--- config.mk ---
export PLATFORM = sky130hd
export DESIGN_NAME = soc_system_button_debounce_flat
export DESIGN_NICKNAME = d
export VERILOG_FILES = /design/src/rtl/soc_system_button_debounce_if.sv /design/src/rtl/soc_system_button_debounce.sv /design/src/flat_wrapper.sv
export SDC_FILE = /design/constraint.sdc
export NUM_CORES = 1
export LEC_CHECK = 0
export CAP_MARGIN = 20
export CORE_MARGIN = 4
export CORE_UTILIZATION = 30
export DETAILED_ROUTE_END_ITERATION = 8
export RECOVER_POWER = 100
export SYNTH_ARGS = -nofsm -noshare
export SYNTH_HDL_FRONTEND = slang
export SYNTH_HIERARCHICAL = 1
export SYNTH_SLANG_ARGS = --single-unit
--- constraint.sdc ---
create_clock -name clk -period 2.25 [get_ports clk]
set_input_delay 0.3375 -clock clk [delete_from_list [all_inputs] [get_ports clk]]
set_output_delay 0.3375 -clock clk [all_outputs]
set_load 0.01 [all_outputs]
--- src/rtl/soc_system_button_debounce_if.sv ---
// Button debouncer signal bundle: raw pins and enable in, filtered level and strobes out.
// The master side owns the pins and enable; the slave side is the debouncer.
interface soc_system_button_debounce_if #(
    parameter int WIDTH = 2
);
    logic             enable;
    logic [WIDTH-1:0] button_raw;
    logic [WIDTH-1:0] button_debounced;
    logic [WIDTH-1:0] press_pulse;
    logic [WIDTH-1:0] release_pulse;

    modport master (
        output enable, button_raw,
        input  button_debounced, press_pulse, release_pulse
    );

    modport slave (
        input  enable, button_raw,
        output button_debounced, press_pulse, release_pulse
    );
endinterface

--- src/rtl/soc_system_button_debounce.sv ---
// Per-channel push-button debouncer: a two-flop synchronizer, then a stable-count filter.
// All outputs are registered, so no input reaches an output combinationally.
module soc_system_button_debounce_lane #(
    parameter int DEBOUNCE_CYCLES = 1000000
) (
    input  logic clk,
    input  logic reset_n,
    input  logic enable,
    input  logic raw,
    output logic debounced,
    output logic press,
    output logic rel
);
    localparam int CNT_W = (DEBOUNCE_CYCLES > 1) ? $clog2(DEBOUNCE_CYCLES) : 1;
    localparam logic [CNT_W-1:0] CNT_LAST = CNT_W'(DEBOUNCE_CYCLES - 1);

    typedef enum logic {ST_STABLE, ST_QUALIFY} state_t;

    state_t           state_q, state_d;
    logic [CNT_W-1:0] cnt_q, cnt_d;
    logic             sync1_q, sync1_d;
    logic             sync2_q, sync2_d;
    logic             stable_q, stable_d;
    logic             press_q, press_d;
    logic             rel_q, rel_d;

    always_comb begin
        sync1_d  = raw;
        sync2_d  = sync1_q;
        state_d  = state_q;
        cnt_d    = cnt_q;
        stable_d = stable_q;
        press_d  = 1'b0;
        rel_d    = 1'b0;
        if (!enable) begin
            state_d = ST_STABLE;
            cnt_d   = '0;
        end else begin
            case (state_q)
                ST_STABLE: begin
                    if (sync2_q != stable_q) begin
                        state_d = ST_QUALIFY;
                        cnt_d   = CNT_W'(1);
                    end
                end
                default: begin
                    // Any agreeing sample throws away the partial qualification.
                    if (sync2_q == stable_q) begin
                        state_d = ST_STABLE;
                        cnt_d   = '0;
                    end else if (cnt_q == CNT_LAST) begin
                        state_d  = ST_STABLE;
                        cnt_d    = '0;
                        stable_d = sync2_q;
                        press_d  = ~sync2_q;
                        rel_d    = sync2_q;
                    end else begin
                        cnt_d = cnt_q + CNT_W'(1);
                    end
                end
            endcase
        end
    end

    always_ff @(posedge clk) begin
        if (!reset_n) begin
            sync1_q  <= 1'b1;
            sync2_q  <= 1'b1;
            stable_q <= 1'b1;
            state_q  <= ST_STABLE;
            cnt_q    <= '0;
            press_q  <= 1'b0;
            rel_q    <= 1'b0;
        end else begin
            sync1_q  <= sync1_d;
            sync2_q  <= sync2_d;
            stable_q <= stable_d;
            state_q  <= state_d;
            cnt_q    <= cnt_d;
            press_q  <= press_d;
            rel_q    <= rel_d;
        end
    end

    assign debounced = stable_q;
    assign press     = press_q;
    assign rel       = rel_q;
endmodule

module soc_system_button_debounce #(
    parameter int WIDTH           = 2,
    parameter int DEBOUNCE_CYCLES = 1000000
) (
    input  logic                          clk,
    input  logic                          reset_n,
    soc_system_button_debounce_if.slave   bus
);
    logic [WIDTH-1:0] db_lane;
    logic [WIDTH-1:0] press_lane;
    logic [WIDTH-1:0] rel_lane;

    for (genvar i = 0; i < WIDTH; i++) begin : g_lane
        soc_system_button_debounce_lane #(
            .DEBOUNCE_CYCLES(DEBOUNCE_CYCLES)
        ) u_lane (
            .clk      (clk),
            .reset_n  (reset_n),
            .enable   (bus.enable),
            .raw      (bus.button_raw[i]),
            .debounced(db_lane[i]),
            .press    (press_lane[i]),
            .rel      (rel_lane[i])
        );
    end

    assign bus.button_debounced = db_lane;
    assign bus.press_pulse      = press_lane;
    assign bus.release_pulse    = rel_lane;
endmodule

--- src/flat_wrapper.sv ---
// flat-port wrapper written by rule: the top's interface ports become plain ports
module soc_system_button_debounce_flat 
#(
    parameter int WIDTH           = 2,
    parameter int DEBOUNCE_CYCLES = 1000000
)
  (clk, reset_n, bus_enable, bus_button_raw, bus_button_debounced, bus_press_pulse, bus_release_pulse);
  soc_system_button_debounce_if #(.WIDTH(WIDTH)) bus_i ();
  input  logic clk;
  input  logic reset_n;
  input wire logic [$bits(bus_i.enable)-1:0] bus_enable;
  input wire logic [$bits(bus_i.button_raw)-1:0] bus_button_raw;
  output wire logic [$bits(bus_i.button_debounced)-1:0] bus_button_debounced;
  output wire logic [$bits(bus_i.press_pulse)-1:0] bus_press_pulse;
  output wire logic [$bits(bus_i.release_pulse)-1:0] bus_release_pulse;
  assign bus_i.enable = bus_enable;
  assign bus_i.button_raw = bus_button_raw;
  assign bus_button_debounced = bus_i.button_debounced;
  assign bus_press_pulse = bus_i.press_pulse;
  assign bus_release_pulse = bus_i.release_pulse;
  soc_system_button_debounce #(.WIDTH(WIDTH), .DEBOUNCE_CYCLES(DEBOUNCE_CYCLES)) u_core (.clk(clk), .reset_n(reset_n), .bus(bus_i));
endmodule
==> impl_metrics.toml <==
[timing]
setup_violations = 0
rsz0062_at_grt = "true"
drv_slew = 0
fin_crit_sh_pct = 94.1
post-route-min-period_ps = 2120
setup_tns_ps = 0
layout_setup_ws_ps = 133
slew_headroom_pct = 56.2
skew_ps = 9.78
final-hold-violation-count = 0
worst_pin_slew_ps = 655
fmax_mhz = 472

[route]
routedWlPerCell_um = 13.7
wirelength_mm = 5.89
drtPass1Iterations = 4
route.detailed.drc = 0
via_count = 2314
drtIter0Drc = 198
ant_nets = 0
viasPerCell = 5.38

[yosys]
yosysTopAreaCell = "dfxtp_1"
synth_fp_nets = 301
ys.flop_type = "dfxtp_1"
ys_ff_latch = 52
async_reset_ff_share_pct = 0
synth.area.top_cells = "dfxtp_1 40%, a21oi_1 5.0%, nand2_1 4.4%, nand3_1 4.3%, mux2i_1 3.9%"
netlist_area_sq_um = 2580
ys_top_cells_by_count = "52 x dfxtp_1, 30 x nand2_1, 26 x a21oi_1"
ys_seq_area_share_pct = 40.3
syn_inst = 294
synth_top_area_share_pct = 40.3
ys_types = 40
synth_edf_count = 0
yosysMostFrequentCell = "dfxtp_1"
syn_area_per_cell_sq_um = 8.78
yosysWarnings = 6

[clock_tree]
htreeDepth = 2
clkSinkCount = 52
clk_path_buf_depth = 2
cts_tree = "done"
clk_pin_slew_ps = 100
worstSkewPairLatency_ps = 300
root_buffer = "clkbuf_8"
cts_made_buffers = 5

[floorplan]
dieArea_sq_um = 10200
fp.dieW_um = 101
rows = 33
core_sq_um = 8300
start_util_pct = 31.1
ios = 11
die_h_um = 101

[run]
cap_viol_max_count = 0

[place]
gp_congestion = 0.759
dpl_cell_area_sq_um = 2870
dp_cells = 418
place_ws_ps = -175
hpwl_mm = 3.83
port_buffers = 10

[pwr]
ir_worst_vdd_mv = 0.244
p_leak_uw = 0.000994
power_density_nw_per_um2 = 543

[setup_path]
cp.arrival_ps = 2360
r2r-end = "u_core/g_lane[1].u_lane/debounced$_SDFFE_PN1P_"
r2r_start = "u_core/g_lane[1].u_lane/cnt_q[12]$_SDFFE_PN0P_"
cp_max_fo = 9
reg2reg_depth = 6
startpoint = "reset_n"
crit_type = "in2reg"
rrSetupSlack_ps = 130
worstSetupStartpointType = "input pin"
crit_path_end_kind = "flip-flop"
cp.required_ps = 2490

[final_layout]
nets = 331
drive_above_1_share_pct = 14.2
layout-area-overhead-vs-synth_pct = 17.3
seq_area_sq_um = 1040
multi_input_area_sq_um = 1500
antenna_cells = 0
final_cells = 430
finish.instance_area_sq_um = 3030
num-fill-cells = 834

[run_status]
outcome = "finished, final reports clean"

[global_routing]
grt_pass1_vias = 2154
grt_pass1_wl_mm = 9.96
grt_start_max_net_pins = 16
grt.total_usage_pct = 12.0
grt_antenna_before_repair = 0
grt_remaining_overflow = 0

[min_path]
whs_path_depth = 1
min_from = "u_core/g_lane[0].u_lane/sync1_q$_SDFF_PN1_"
hold_end = "u_core/g_lane[0].u_lane/sync2_q$_SDFF_PN1_"
hold_class = "reg2reg"
==> where the power goes <==
part	switching, uW	total [uW]	internal [uW]
clock network	308	638	331
registers	7.30	934	927
logic	41.5	71.9	30.4
total	356	1640	1290
==> kinds of logic (layout without fill, tap and decap cells) <==
group,after synthesis,in the layout,synth area share (%)
flip-flops,52,52,40.3
AND/OR/NAND/NOR,134,134,29.7
multiplexers,10,10,3.88
XOR/XNOR,8,8,2.71
buffers and inverters,14,43,3.20
adder cells (fa/ha/maj),2,2,0.969
AO/OA/AOI/OAI,74,76,19.2
==> worst max-delay path, stage by stage <==
cell           delay [ps]
dlygate4sd3_1         620
nand2_1               230
buf_4                 240
or4_1                 540
or3_1                 320
o21ai_1                70
==> sequential cells by signal, summed over array words and instances, names as in the netlist <==
register,flops
u_core/g_lane.u_lane/cnt_q,40
u_core/g_lane.u_lane/sync2_q,2
u_core/g_lane.u_lane/debounced,2
u_core/g_lane.u_lane/state_q,2
u_core/g_lane.u_lane/rel,2
u_core/g_lane.u_lane/press,2
u_core/g_lane.u_lane/sync1_q,2
==> how the worst max path moves through the flow <==
stage / endpoint
floorplan: u_core/g_lane[0].u_lane/cnt_q[2]$_SDFFE_PN0P_
global placement: u_core/g_lane[1].u_lane/cnt_q[5]$_SDFFE_PN0P_
detailed placement: u_core/g_lane[0].u_lane/cnt_q[5]$_SDFFE_PN0P_
CTS: u_core/g_lane[0].u_lane/cnt_q[12]$_SDFFE_PN0P_
global route: u_core/g_lane[1].u_lane/press$_SDFF_PP0_
finish: u_core/g_lane[1].u_lane/cnt_q[10]$_SDFFE_PN0P_
==> cell usage in the layout, fill, tap and decap left out, drive strengths merged, types with 6 or more instances in the layout <==
cell,instances
mux2i,10
dfxtp,52
buf,15
a22o,6
nor2,22
dlygate4sd3,7
a31oi,14
nor4,6
nand2,30
a21oi,32
clkbuf,8
inv,8
o21ai,10
nand3,22
nand4,12
or4,6
and3,6
==> metrics by stage <==
step	hold WS (ps)	util (%)	total power, uW
global placement	391	34.6	1020
detailed placement	406	34.6	1030
global route	453	36.5	1710
finish	420	36.5	1640
floorplan	386	-	991
CTS	425	36.2	1670
==> cell type report <==
| class | count | area share [%] |
|---|---|---|
| clock buffer | 6 | 2.40 |
| timing repair buffer | 27 | 7.39 |
| sequential | 52 | 34.4 |
| inverter | 8 | 0.991 |
| clock inverter | 2 | 1.16 |
| multi-input combinational | 230 | 49.4 |
| tap | 105 | 4.34 |
==> routing by layer <==
layer / routed length, um / vias up / GRT usage (%)
li1: - / 1164 / -
met1: 2850 / 1089 / 15.7
met2: 2710 / 55 / 18.9
met3: 244 / 6 / 2.42
met4: 87 / 0 / 5.49
met5: 0 / - / 0
==> timing repair <==
item,4_1_cts,5_1_grt
hold buffers,0,0
pin swaps,1,1
setup buffers,0,2
cloned,2,0
endpoints found under the setup margin,4,25
endpoints found under the hold margin,0,0
resized for setup,0,4
(Power assumes the default switching activity.)
